### config.mk
export PLATFORM = sky130hd
export DESIGN_NAME = ddr_pmon_lock_seq_flat
export DESIGN_NICKNAME = d
export VERILOG_FILES = /design/src/rtl/ddr_pmon_lock_seq_pkg.sv /design/src/rtl/ddr_pmon_lock_seq_if.sv /design/src/rtl/ddr_pmon_lock_seq_win_cmp.sv /design/src/rtl/ddr_pmon_lock_seq.sv /design/src/flat_wrapper.sv
export SDC_FILE = /design/constraint.sdc
export NUM_CORES = 1
export LEC_CHECK = 0
export CAP_MARGIN = 20
export CORE_MARGIN = 2
export CORE_UTILIZATION = 30
export CTS_BUF_LIST = sky130_fd_sc_hd__clkbuf_16
export CTS_CLUSTER_DIAMETER = 80
export DETAILED_ROUTE_END_ITERATION = 7
export GPL_TIMING_DRIVEN = 0
export PLACE_DENSITY = 0.59
export SYNTH_ARGS = -nofsm -noshare
export SYNTH_HDL_FRONTEND = slang
export SYNTH_SLANG_ARGS = --single-unit
### constraint.sdc
create_clock -name i_clk -period 3 [get_ports i_clk]
set_input_delay 0.6 -clock i_clk [delete_from_list [all_inputs] [get_ports i_clk]]
set_output_delay 0.6 -clock i_clk [all_outputs]
set_load 0.01 [all_outputs]
### src/rtl/ddr_pmon_lock_seq_pkg.sv
// Shared types and constants for the PMON lock-detect measurement sequencer.
package ddr_pmon_pkg;

  localparam int PMON_RES_W   = 24;
  localparam int PMON_MIN_GAP = 4;

  typedef enum logic [2:0] {
    ST_IDLE = 3'd0,
    ST_GAP  = 3'd1,
    ST_ARM  = 3'd2,
    ST_WAIT = 3'd3,
    ST_EVAL = 3'd4,
    ST_DONE = 3'd5
  } pmon_seq_state_t;

endpackage

### src/rtl/ddr_pmon_lock_seq_if.sv
// Handshake between the lock sequencer (master) and the PMON frequency detector (slave).
// o_meas_en high opens a count window; the detector raises i_meas_done with
// i_meas_result valid and may hold both until it sees the next enable rising edge.
interface ddr_pmon_lock_seq_if
  import ddr_pmon_pkg::*;
#(
  parameter int RES_W = PMON_RES_W
) ();

  logic             o_meas_en;
  logic             i_meas_done;
  logic [RES_W-1:0] i_meas_result;

  modport master (output o_meas_en, input i_meas_done, input i_meas_result);
  modport slave  (input o_meas_en, output i_meas_done, output i_meas_result);

endinterface

### src/rtl/ddr_pmon_lock_seq_win_cmp.sv
// Combinational window check: pass when cmp-range <= result <= cmp+range,
// with both bounds clamped to the representable result range.
module ddr_pmon_win_cmp #(
  parameter int RES_W = 24
) (
  input  logic [RES_W-1:0] cmp,
  input  logic [9:0]       win_range,
  input  logic [RES_W-1:0] result,
  output logic             pass
);

  logic [RES_W:0] range_w;
  logic [RES_W:0] lo_wide;
  logic [RES_W:0] hi_wide;
  logic [RES_W:0] lo;
  logic [RES_W:0] hi;

  // One extra bit exposes the borrow/carry used for clamping.
  always_comb begin
    range_w = {{(RES_W - 9){1'b0}}, win_range};
    lo_wide = {1'b0, cmp} - range_w;
    hi_wide = {1'b0, cmp} + range_w;
    lo      = lo_wide[RES_W] ? '0 : lo_wide;
    hi      = hi_wide[RES_W] ? {1'b0, {RES_W{1'b1}}} : hi_wide;
    pass    = ({1'b0, result} >= lo) && ({1'b0, result} <= hi);
  end

endmodule

### src/rtl/ddr_pmon_lock_seq.sv
// PMON lock sequencer: repeats detector count windows until enough consecutive
// in-window results, attempt exhaustion or timeout. Optional min/max history: DDR_PMON_LOCK_SEQ_HIST_EN.
module ddr_pmon_lock_seq
  import ddr_pmon_pkg::*;
#(
  parameter int RES_W   = PMON_RES_W,
  parameter int MEAS_W  = 8,
  parameter int TO_W    = 16,
  parameter int MIN_GAP = PMON_MIN_GAP
) (
  input  logic                 i_clk,
  input  logic                 i_rst,
  input  logic                 i_start,
  input  logic                 i_abort,
  input  logic [RES_W-1:0]     i_cmp,
  input  logic [9:0]           i_range,
  input  logic [3:0]           i_pass_req,
  input  logic [MEAS_W-1:0]    i_max_meas,
  input  logic [TO_W-1:0]      i_timeout,
  input  logic [3:0]           i_gap,
  ddr_pmon_lock_seq_if.master  det,
  output logic                 o_busy,
  output logic                 o_locked,
  output logic                 o_fail,
  output logic                 o_timeout,
  output logic [RES_W-1:0]     o_last_result,
  output logic [MEAS_W-1:0]    o_meas_cnt,
  output logic [3:0]           o_pass_streak,
`ifdef DDR_PMON_LOCK_SEQ_HIST_EN
  output logic [RES_W-1:0]     o_min_result,
  output logic [RES_W-1:0]     o_max_result,
`endif
  output pmon_seq_state_t      o_state
);

  logic [3:0]        gap_cnt;
  logic [2:0]        arm_cnt;
  logic [TO_W-1:0]   to_cnt;
  logic [3:0]        eff_gap;
  logic [3:0]        eff_req;
  logic [MEAS_W-1:0] cnt_inc;
  logic [3:0]        streak_inc;
  logic              pass;

  ddr_pmon_win_cmp #(.RES_W(RES_W)) u_win_cmp (
    .cmp       (i_cmp),
    .win_range (i_range),
    .result    (det.i_meas_result),
    .pass      (pass)
  );

  always_comb begin
    eff_gap    = (i_gap < 4'(MIN_GAP)) ? 4'(MIN_GAP) : i_gap;
    eff_req    = (i_pass_req == 4'd0) ? 4'd1 : i_pass_req;
    cnt_inc    = (&o_meas_cnt) ? o_meas_cnt : o_meas_cnt + MEAS_W'(1);
    streak_inc = !pass ? 4'd0 : ((&o_pass_streak) ? o_pass_streak : o_pass_streak + 4'd1);
  end

  always_ff @(posedge i_clk or posedge i_rst) begin
    if (i_rst) begin
      o_state       <= ST_IDLE;
      det.o_meas_en <= 1'b0;
      o_busy        <= 1'b0;
      o_locked      <= 1'b0;
      o_fail        <= 1'b0;
      o_timeout     <= 1'b0;
      o_last_result <= '0;
      o_meas_cnt    <= '0;
      o_pass_streak <= '0;
      gap_cnt       <= '0;
      arm_cnt       <= '0;
      to_cnt        <= '0;
`ifdef DDR_PMON_LOCK_SEQ_HIST_EN
      o_min_result  <= '0;
      o_max_result  <= '0;
`endif
    end else if (i_abort) begin
      // Abort keeps counters and flags for post-mortem inspection.
      o_state       <= ST_IDLE;
      det.o_meas_en <= 1'b0;
      o_busy        <= 1'b0;
    end else begin
      case (o_state)
        ST_IDLE, ST_DONE: begin
          if (i_start) begin
            o_locked      <= 1'b0;
            o_fail        <= 1'b0;
            o_timeout     <= 1'b0;
            o_meas_cnt    <= '0;
            o_pass_streak <= '0;
            o_busy        <= 1'b1;
            gap_cnt       <= '0;
            o_state       <= ST_GAP;
`ifdef DDR_PMON_LOCK_SEQ_HIST_EN
            o_min_result  <= '1;
            o_max_result  <= '0;
`endif
          end
        end
        ST_GAP: begin
          if (gap_cnt >= eff_gap - 4'd1) begin
            o_state       <= ST_ARM;
            det.o_meas_en <= 1'b1;
            arm_cnt       <= '0;
          end else begin
            gap_cnt <= gap_cnt + 4'd1;
          end
        end
        ST_ARM: begin
          // A done still high here belongs to the previous window.
          if (arm_cnt != 3'd3) arm_cnt <= arm_cnt + 3'd1;
          if (arm_cnt == 3'd3 && !det.i_meas_done) begin
            o_state <= ST_WAIT;
            to_cnt  <= '0;
          end
        end
        ST_WAIT: begin
          if (det.i_meas_done) begin
            o_state       <= ST_EVAL;
            det.o_meas_en <= 1'b0;
          end else if (i_timeout != '0 && to_cnt + TO_W'(1) == i_timeout) begin
            o_timeout     <= 1'b1;
            o_fail        <= 1'b1;
            o_busy        <= 1'b0;
            det.o_meas_en <= 1'b0;
            o_state       <= ST_DONE;
          end else begin
            to_cnt <= to_cnt + TO_W'(1);
          end
        end
        ST_EVAL: begin
          o_last_result <= det.i_meas_result;
          o_meas_cnt    <= cnt_inc;
          o_pass_streak <= streak_inc;
`ifdef DDR_PMON_LOCK_SEQ_HIST_EN
          if (o_meas_cnt == '0 || det.i_meas_result < o_min_result) o_min_result <= det.i_meas_result;
          if (o_meas_cnt == '0 || det.i_meas_result > o_max_result) o_max_result <= det.i_meas_result;
`endif
          if (streak_inc >= eff_req) begin
            o_locked <= 1'b1;
            o_busy   <= 1'b0;
            o_state  <= ST_DONE;
          end else if (i_max_meas != '0 && cnt_inc >= i_max_meas) begin
            o_fail  <= 1'b1;
            o_busy  <= 1'b0;
            o_state <= ST_DONE;
          end else begin
            gap_cnt <= '0;
            o_state <= ST_GAP;
          end
        end
        default: begin
          o_state       <= ST_IDLE;
          det.o_meas_en <= 1'b0;
          o_busy        <= 1'b0;
        end
      endcase
    end
  end

endmodule

### src/flat_wrapper.sv
// flat-port wrapper written by rule: the top's interface ports become plain ports
module ddr_pmon_lock_seq_flat import ddr_pmon_pkg::*;
#(
  parameter int RES_W   = PMON_RES_W,
  parameter int MEAS_W  = 8,
  parameter int TO_W    = 16,
  parameter int MIN_GAP = PMON_MIN_GAP
)
  (i_clk, i_rst, i_start, i_abort, i_cmp, i_range, i_pass_req, i_max_meas, i_timeout, i_gap, o_busy, o_locked, o_fail, o_timeout, o_last_result, o_meas_cnt, o_pass_streak, o_state, det_o_meas_en, det_i_meas_done, det_i_meas_result);
  ddr_pmon_lock_seq_if #(.RES_W(RES_W)) det_i ();
  input  logic i_clk;
  input  logic i_rst;
  input  logic i_start;
  input  logic i_abort;
  input  logic [RES_W-1:0] i_cmp;
  input  logic [9:0] i_range;
  input  logic [3:0] i_pass_req;
  input  logic [MEAS_W-1:0] i_max_meas;
  input  logic [TO_W-1:0] i_timeout;
  input  logic [3:0] i_gap;
  output logic o_busy;
  output logic o_locked;
  output logic o_fail;
  output logic o_timeout;
  output logic [RES_W-1:0] o_last_result;
  output logic [MEAS_W-1:0] o_meas_cnt;
  output logic [3:0] o_pass_streak;
  output pmon_seq_state_t o_state;
  output wire logic [$bits(det_i.o_meas_en)-1:0] det_o_meas_en;
  input wire logic [$bits(det_i.i_meas_done)-1:0] det_i_meas_done;
  input wire logic [$bits(det_i.i_meas_result)-1:0] det_i_meas_result;
  assign det_o_meas_en = det_i.o_meas_en;
  assign det_i.i_meas_done = det_i_meas_done;
  assign det_i.i_meas_result = det_i_meas_result;
  ddr_pmon_lock_seq #(.RES_W(RES_W), .MEAS_W(MEAS_W), .TO_W(TO_W), .MIN_GAP(MIN_GAP)) u_core (.i_clk(i_clk), .i_rst(i_rst), .i_start(i_start), .i_abort(i_abort), .i_cmp(i_cmp), .i_range(i_range), .i_pass_req(i_pass_req), .i_max_meas(i_max_meas), .i_timeout(i_timeout), .i_gap(i_gap), .det(det_i), .o_busy(o_busy), .o_locked(o_locked), .o_fail(o_fail), .o_timeout(o_timeout), .o_last_result(o_last_result), .o_meas_cnt(o_meas_cnt), .o_pass_streak(o_pass_streak), .o_state(o_state));
endmodule
Word level (Yosys, flattened, before mapping)
Cells that the tools add are included.
Storage, ports and cells
  output and inout bits: 44
  input bits: 95
  flip-flop bits (word level): 67
  logic and storage cells: 138
Cells by class
  multiplexer cells: 51
  bitwise gates (word level): 1
  equality and inequality tests: 29
  magnitude comparators: 6
  reduce and logical (&&, ||, !) cells: 31
  $add $sub $neg: 8
Operators by type and width (number)
  16-bit 2-to-1 mux: 3
  24-bit 2-to-1 mux: 2
  4-bit 2-to-1 mux: 8
  16-bit one-hot mux with 2 select lines: 1
  3-bit 2-to-1 mux: 10
  24-bit by 10-bit adder with 25-bit output: 1
  24-bit by 10-bit subtractor with 25-bit output: 1
  24-bit greater-or-equal comparator: 1
  24-bit <= comparator: 1
  16-bit by 1-bit adder with 16-bit output (second input constant): 1
  16-bit == test: 1
  8-bit 2-to-1 mux: 2
  2-bit by 1-bit != test with 1-bit output (second input constant): 8
  8-bit one-hot mux with 2 select lines: 1
  4-bit AND reduction: 4
  16-bit nonzero test: 1
  1-bit 2-to-1 mux: 15
  3-bit one-hot mux with 5 select lines: 1
  5-bit AND reduction: 3
  2-bit != test (second input constant): 6
  3-bit by 2-bit != test with 1-bit output (second input constant): 4
  4-bit one-hot mux with 3 select lines: 1
  3-bit by 2-bit == test with 1-bit output (second input constant): 3
  4-bit by 1-bit adder with 4-bit output (second input constant): 2
  31 further kinds: 45

Longest topological paths before layout
  word-level depth: 9
  mapped depth: 26
  mapped depth without buffers: 26

Cells and area by module
A second synthesis with hierarchy kept.
Unflattened totals
  cell total of the unflattened synthesis: 927
  area total of the unflattened synthesis: 7265.7 um^2
By module, submodules not included
  ddr_pmon_lock_seq: instances 1, seq. area each 1676.6 um^2, cells an instance 529, area an instance 4464.3 um^2
  ddr_pmon_win_cmp: instances 1, seq. area each 0.0 um^2, cells an instance 398, area an instance 2801.4 um^2

Least setup slack after synthesis
Ideal clock, no wire load.
  path kind: input-to-reg
  start point: input port i_cmp[0]
  end point: register u_core.gap_cnt[2]
  data required time: 2.847 ns
  library setup time: 0.153 ns
  buffers on the path: 1
  cell stages on the path: 26
  data arrival time: 5.305 ns
  setup slack: -2.458 ns
  cells stage by stage: inv_1 ha_1 fa_1 nor2b_1 o21ai_0 a21oi_1 o221ai_1 a21oi_2 nand3b_4 clkbuf_1 nand2_1 ha_1 and3_1 nand4_1 or2_2 o2111ai_1 a31o_1 nand3_1 ha_1 nand2b_1 a21oi_1 o21ai_0 o211ai_1 o311ai_0 nor2b_1 o221ai_1
On the way
  word-level cells in the longest chain between the ends: 8
Ends and longest elaborated chain
  from (decl): RTL line flat_wrapper.sv:15  | input logic [RES_W-1:0] i_cmp;
  24-bit by 10-bit subtractor with 25-bit output or 24-bit by 10-bit adder with 25-bit output (tied branches): RTL line ddr_pmon_lock_seq_win_cmp.sv:21, ddr_pmon_lock_seq_win_cmp.sv:22
  24-bit 2-to-1 mux (on tied branches): RTL line ddr_pmon_lock_seq_win_cmp.sv:23, ddr_pmon_lock_seq_win_cmp.sv:24
  24-bit greater-or-equal comparator or 24-bit <= comparator (tied branches): RTL line ddr_pmon_lock_seq_win_cmp.sv:25  | pass = ({1'b0, result} >= lo) && ({1'b0, result} <= hi);
  1-bit logical AND (*): RTL line ddr_pmon_lock_seq_win_cmp.sv:25
  4-bit 2-to-1 mux (*): RTL line ddr_pmon_lock_seq.sv:56  | streak_inc = !pass ? 4'd0 : ((&o_pass_streak) ? o_pass_streak : o_pass_streak + 4'd1);
  4-bit greater-or-equal comparator (*): RTL line ddr_pmon_lock_seq.sv:139  | if (streak_inc >= eff_req) begin
  2-bit != test (no line) (*)
  6-bit AND reduction (no line) (*)
  to (signal assigned): RTL line ddr_pmon_lock_seq.sv:106  | gap_cnt <= gap_cnt + 4'd1;
  to (decl): RTL line ddr_pmon_lock_seq.sv:36  | logic [3:0] gap_cnt;
Mark *: on every way between the ends. The rest lies on a longest branch, timed or not.
A chain may end at the register's enable or synchronous reset.

Final worst setup path
  start point: input port i_range[0]
  end point: register u_core.gap_cnt[1]
On the way
  word-level cells in the longest chain between the ends: 8
Ends and longest elaborated chain
  from (decl): RTL line flat_wrapper.sv:16  | input logic [9:0] i_range;
  24-bit by 10-bit subtractor with 25-bit output or 24-bit by 10-bit adder with 25-bit output (tied branches): RTL line ddr_pmon_lock_seq_win_cmp.sv:21, ddr_pmon_lock_seq_win_cmp.sv:22
  24-bit 2-to-1 mux (on tied branches): RTL line ddr_pmon_lock_seq_win_cmp.sv:23, ddr_pmon_lock_seq_win_cmp.sv:24
  24-bit greater-or-equal comparator or 24-bit <= comparator (tied branches): RTL line ddr_pmon_lock_seq_win_cmp.sv:25
  1-bit logical AND (*): RTL line ddr_pmon_lock_seq_win_cmp.sv:25
  4-bit 2-to-1 mux (*): RTL line ddr_pmon_lock_seq.sv:56
  4-bit greater-or-equal comparator (*): RTL line ddr_pmon_lock_seq.sv:139
  2-bit != test (no line) (*)
  6-bit AND reduction (no line) (*)
Marked as above.

==> metrics list <==
* Result of the run: complete, but fails checks
- The final reports fail on negative setup slack.
* Minimum period implied by the final worst setup slack: 5310 ps
- CTS built an H-tree with a depth of 3.
* Initial antenna violation count: 0
* Area growth from synthesis to layout: 44.5%
- DP Wirelength: 17.5 mm
- After synthesis, the netlist uses 81 different library cells.
- Cell area after placement: 0.00922 mm²
- After clock tree synthesis, the clock-pin slew on the worst setup and hold paths is 60 ps.
- Once routing completed, OpenROAD measured the worst setup slack at -2310 ps.
- Reported leakage power: 4.50 nW
- Once detail routing completed, the nets flagged for antenna violations numbered 0.
- The first global-routing pass estimated 37.1 mm of wire.
- Total number of clock tree sinks: 67
- Transition time at the pin with the least slew margin: 978 ps
- Hold repair after CTS inserted 0 buffers.
- Global routing used 17.7% of the available tracks.
- Max-slew headroom at the worst pin: 34.3%
- Mapped Cells: 919
- Post-synthesis area per instance: 7.87 µm²
- Io pins: 139
- Nets: 1,291
- Power spread over the standard cell area amounts to 456 mW/mm².
* Number of pins exceeding their max-slew limit in the final report: 0
- Fraction of post-synthesis cell area in the top cell type by area: 23.2%
* Placeable core region: 0.0235 mm²
- Counting flops with an async set or reset pin after synthesis yields a share of 100%.
- Type of the tightest min-delay check: in2async
- After detailed routing, the met3 layer carries 770 µm of wire.
- Setup violations remaining at the end of the flow were counted as 12.
- The clock passes through at most 2 buffers.
* WS Path Type: in2reg
- The root buffer cell chosen for the clock tree is sky130_fd_sc_hd__clkbuf_16.
- Total nets after synthesis: 1,107
- The later pin in the worst-skew pair is clocked with a latency of 330 ps.
- Share of the clock period used by the worst path after layout: 177%
- In the final routing, the length of wire on met1 measures 10.6 mm.
- CTS Buf Count: 9
- For this run, the slowest stage of the critical path takes 410 ps.
- STA classifies the critical path startpoint as an input port.
- The commonest cells after synthesis are sky130_fd_sc_hd__nand2_1, sky130_fd_sc_hd__ha_1, sky130_fd_sc_hd__dfrtp_1.
* Total number of placement rows: 56
* Routed length on met2: 10.7 mm
- The die covers 0.0254 mm².
- Design area: 0.0105 mm²
- The worst-case IR drop observed on VDD is 0.224 mV.
- The final layout contains routed wiring with a total length of 22.6 mm.
- In the post-synthesis netlist, the biggest area contributors are sky130_fd_sc_hd__dfrtp_1, sky130_fd_sc_hd__ha_1, sky130_fd_sc_hd__nand2_1.
* Final number of hold-violating endpoints: 0
- For this run, the detailed router's first-pass iteration total came to 5.
- Routed wirelength normalized by instance count: 15.9 µm
* Highest metal used: met4
- The die is 159 µm tall.
- Post-DR vias/cell: 5.13
* Worst path arrival time: 5570 ps
- In this run, synthesis inferred 0 flip-flops with an integrated enable.
* Minimum setup slack after placement: -3520 ps
* Maximum clock frequency: 188 MHz
- The clock arrives with 6.94 ps of skew.
- sky130_fd_sc_hd__dfrtp_1 takes more of the synthesized area than any other cell.
* Synthesized area: 0.00724 mm²
- Iter 0 DRT Violations: 362
- Crit-path slowest cell: sky130_fd_sc_hd__or3_4
- Routability-driven placement finished with a final weighted congestion of 0.867.
- Count of yosys warnings during synthesis: 0
- Once the floorplan was initialized, standard cells occupied 30.7% of the core.
* Most repeated cell in the gate-level netlist after synthesis: sky130_fd_sc_hd__nand2_1
- In the final timing run, aggregate negative setup slack is -23,170 ps.
* Port Buf Inserts: 129
- Setup repair after global routing could not meet its margin everywhere.
- Of all nets on the critical path, the largest fanout is 4.
- Power Total: 4.77 mW
- Vias in the first global route: 7,192
- Max Cap Viol: 0
- STA classifies the critical path endpoint as a register.
- Including well taps, the total number of placed cells is 1,368.
- CTS tree: yes
- Counting stages on the worst path, the most repeated cell is sky130_fd_sc_hd__buf_4.
- After detailed routing, the number of remaining DRC violations is 0.
* Number of antenna repair diodes: 0
- In the final layout, the share of cells above drive strength 1 is 20.8%.
* Top flip-flop cell by instance count after synthesis: sky130_fd_sc_hd__dfrtp_1
- Worst path required time: 3260 ps
- Part of the Yosys area used for sequential elements: 23.2%
- Synthesis inferred 67 register bits.
- Aggregate global routing overflow: 0
- The die is 159 µm wide.
- Entering global routing, the biggest net connects 67 pins.
- Detailed routing inserted a total of 7,317 vias.
- Count of non-filler cells in the finished layout: 1,427
stage by stage:
| stage | hold WS, ps | util, % |
|---|---|---|
| floorplan | 449 | - |
| global placement | 459 | 39.0 |
| detailed placement | 463 | 39.2 |
| CTS | 462 | 43.4 |
| global route | 470 | 44.4 |
| finish | 474 | 44.4 |
layout by cell type, fill, tap and decap left out, drive strengths merged, types with 4 or more instances in the layout:
master	synthesis	routed
a211oi	9	9
a21o	17	17
a21oi	50	50
a22o	10	10
a31oi	7	7
and2	4	4
and3	10	10
and4	5	5
buf	14	68
clkbuf	29	35
clkdlybuf4s15	0	5
clkdlybuf4s50	0	107
clkinv	0	5
dfrtp	67	67
dlygate4sd2	0	9
ha	91	91
inv	56	56
mux2i	5	5
nand2	141	141
nand2b	19	19
nand3	42	42
nand3b	5	5
nand4	18	18
nor2	61	61
nor2b	12	12
nor3	33	33
nor4	18	18
o211ai	6	6
o21a	11	11
o21ai	48	48
o221ai	5	5
o311ai	9	9
o31ai	7	7
or2	6	6
or3	18	18
xnor2	31	31
xor2	19	19
logic make-up after synthesis:
family / synth area share, %
DFF: 23.2
xor gates and xnor gates: 6.16
and+or+nand+nor: 27.7
buffers and inverters: 5.65
adders and majority gates: 16.3
muxes: 0.847
AOI/OAI and AO/OA: 20.2
cell type report:
class                   count  area [µm²]
plain buffers              42         251
fillers                  2370       13100
repair buffers            174        1670
clock buffers               9         225
flip-flops and latches     67        1680
multi-input cells         753        5920
clock inverters             7        92.6
inverters                  56         218
well taps                 319         399
repair_timing:
item | 4_1_cts | 5_1_grt
cloned | 1 | 0
setup buffers | 35 | 9
resized for setup | 144 | 37
endpoints found under the hold margin | 0 | 0
endpoints found under the setup margin | 23 | 27
pin swaps | 62 | 32
where the power goes:
group	switching [mW]	internal, mW
logic	1.20	1.08
registers	0.201	1.15
clock network	0.412	0.726
metal layers:
metal / track usage [%] / up-vias
met3: 1.90 / 29
met1: 23.8 / 3435
met2: 29.6 / 176
met5: 0 / -
li1: - / 3677
met4: 5.95 / 0
path summary, 6_finish.rpt:
check,start,to,slack [ps],depth (start not counted)
max in group asynchronous,i_rst,u_core.o_meas_cnt[7]$_DFFE_PP0P_,1990,3
min in group i_clk,u_core.o_last_result[1]$_DFFE_PP0P_,u_core.o_last_result[1]$_DFFE_PP0P_,470,2
setup / recovery,i_range[0],u_core.gap_cnt[1]$_DFFE_PP0P_,-2310,30
hold reg to reg,u_core.o_last_result[1]$_DFFE_PP0P_,u_core.o_last_result[1]$_DFFE_PP0P_,470,2
setup reg to reg,u_core.o_meas_cnt[0]$_DFFE_PP0P_,u_core.gap_cnt[1]$_DFFE_PP0P_,-640,14
hold / removal,i_rst,u_core.o_last_result[1]$_DFFE_PP0P_,470,2
registers in the layout (all words and copies together) (netlist names):
register and cells:
u_core.det.o_meas_en 1, u_core.o_pass_streak 4, u_core.o_meas_cnt 8, u_core.o_state 3, u_core.o_busy 1, u_core.o_locked 1, u_core.o_timeout 1, u_core.to_cnt 16
u_core.o_last_result 24, u_core.o_fail 1, u_core.arm_cnt 3, u_core.gap_cnt 4
critical path, delay by kind of cell:
| family | cells | cell delay, ps |
|---|---|---|
| xor gates and xnor gates | 1 | 160 |
| and+or+nand+nor | 9 | 1530 |
| buffers and inverters | 5 | 640 |
| AOI/OAI and AO/OA | 10 | 1290 |
| adders and majority gates | 4 | 1120 |
| muxes | 1 | 200 |
Power figures use the tool's default switching activity.
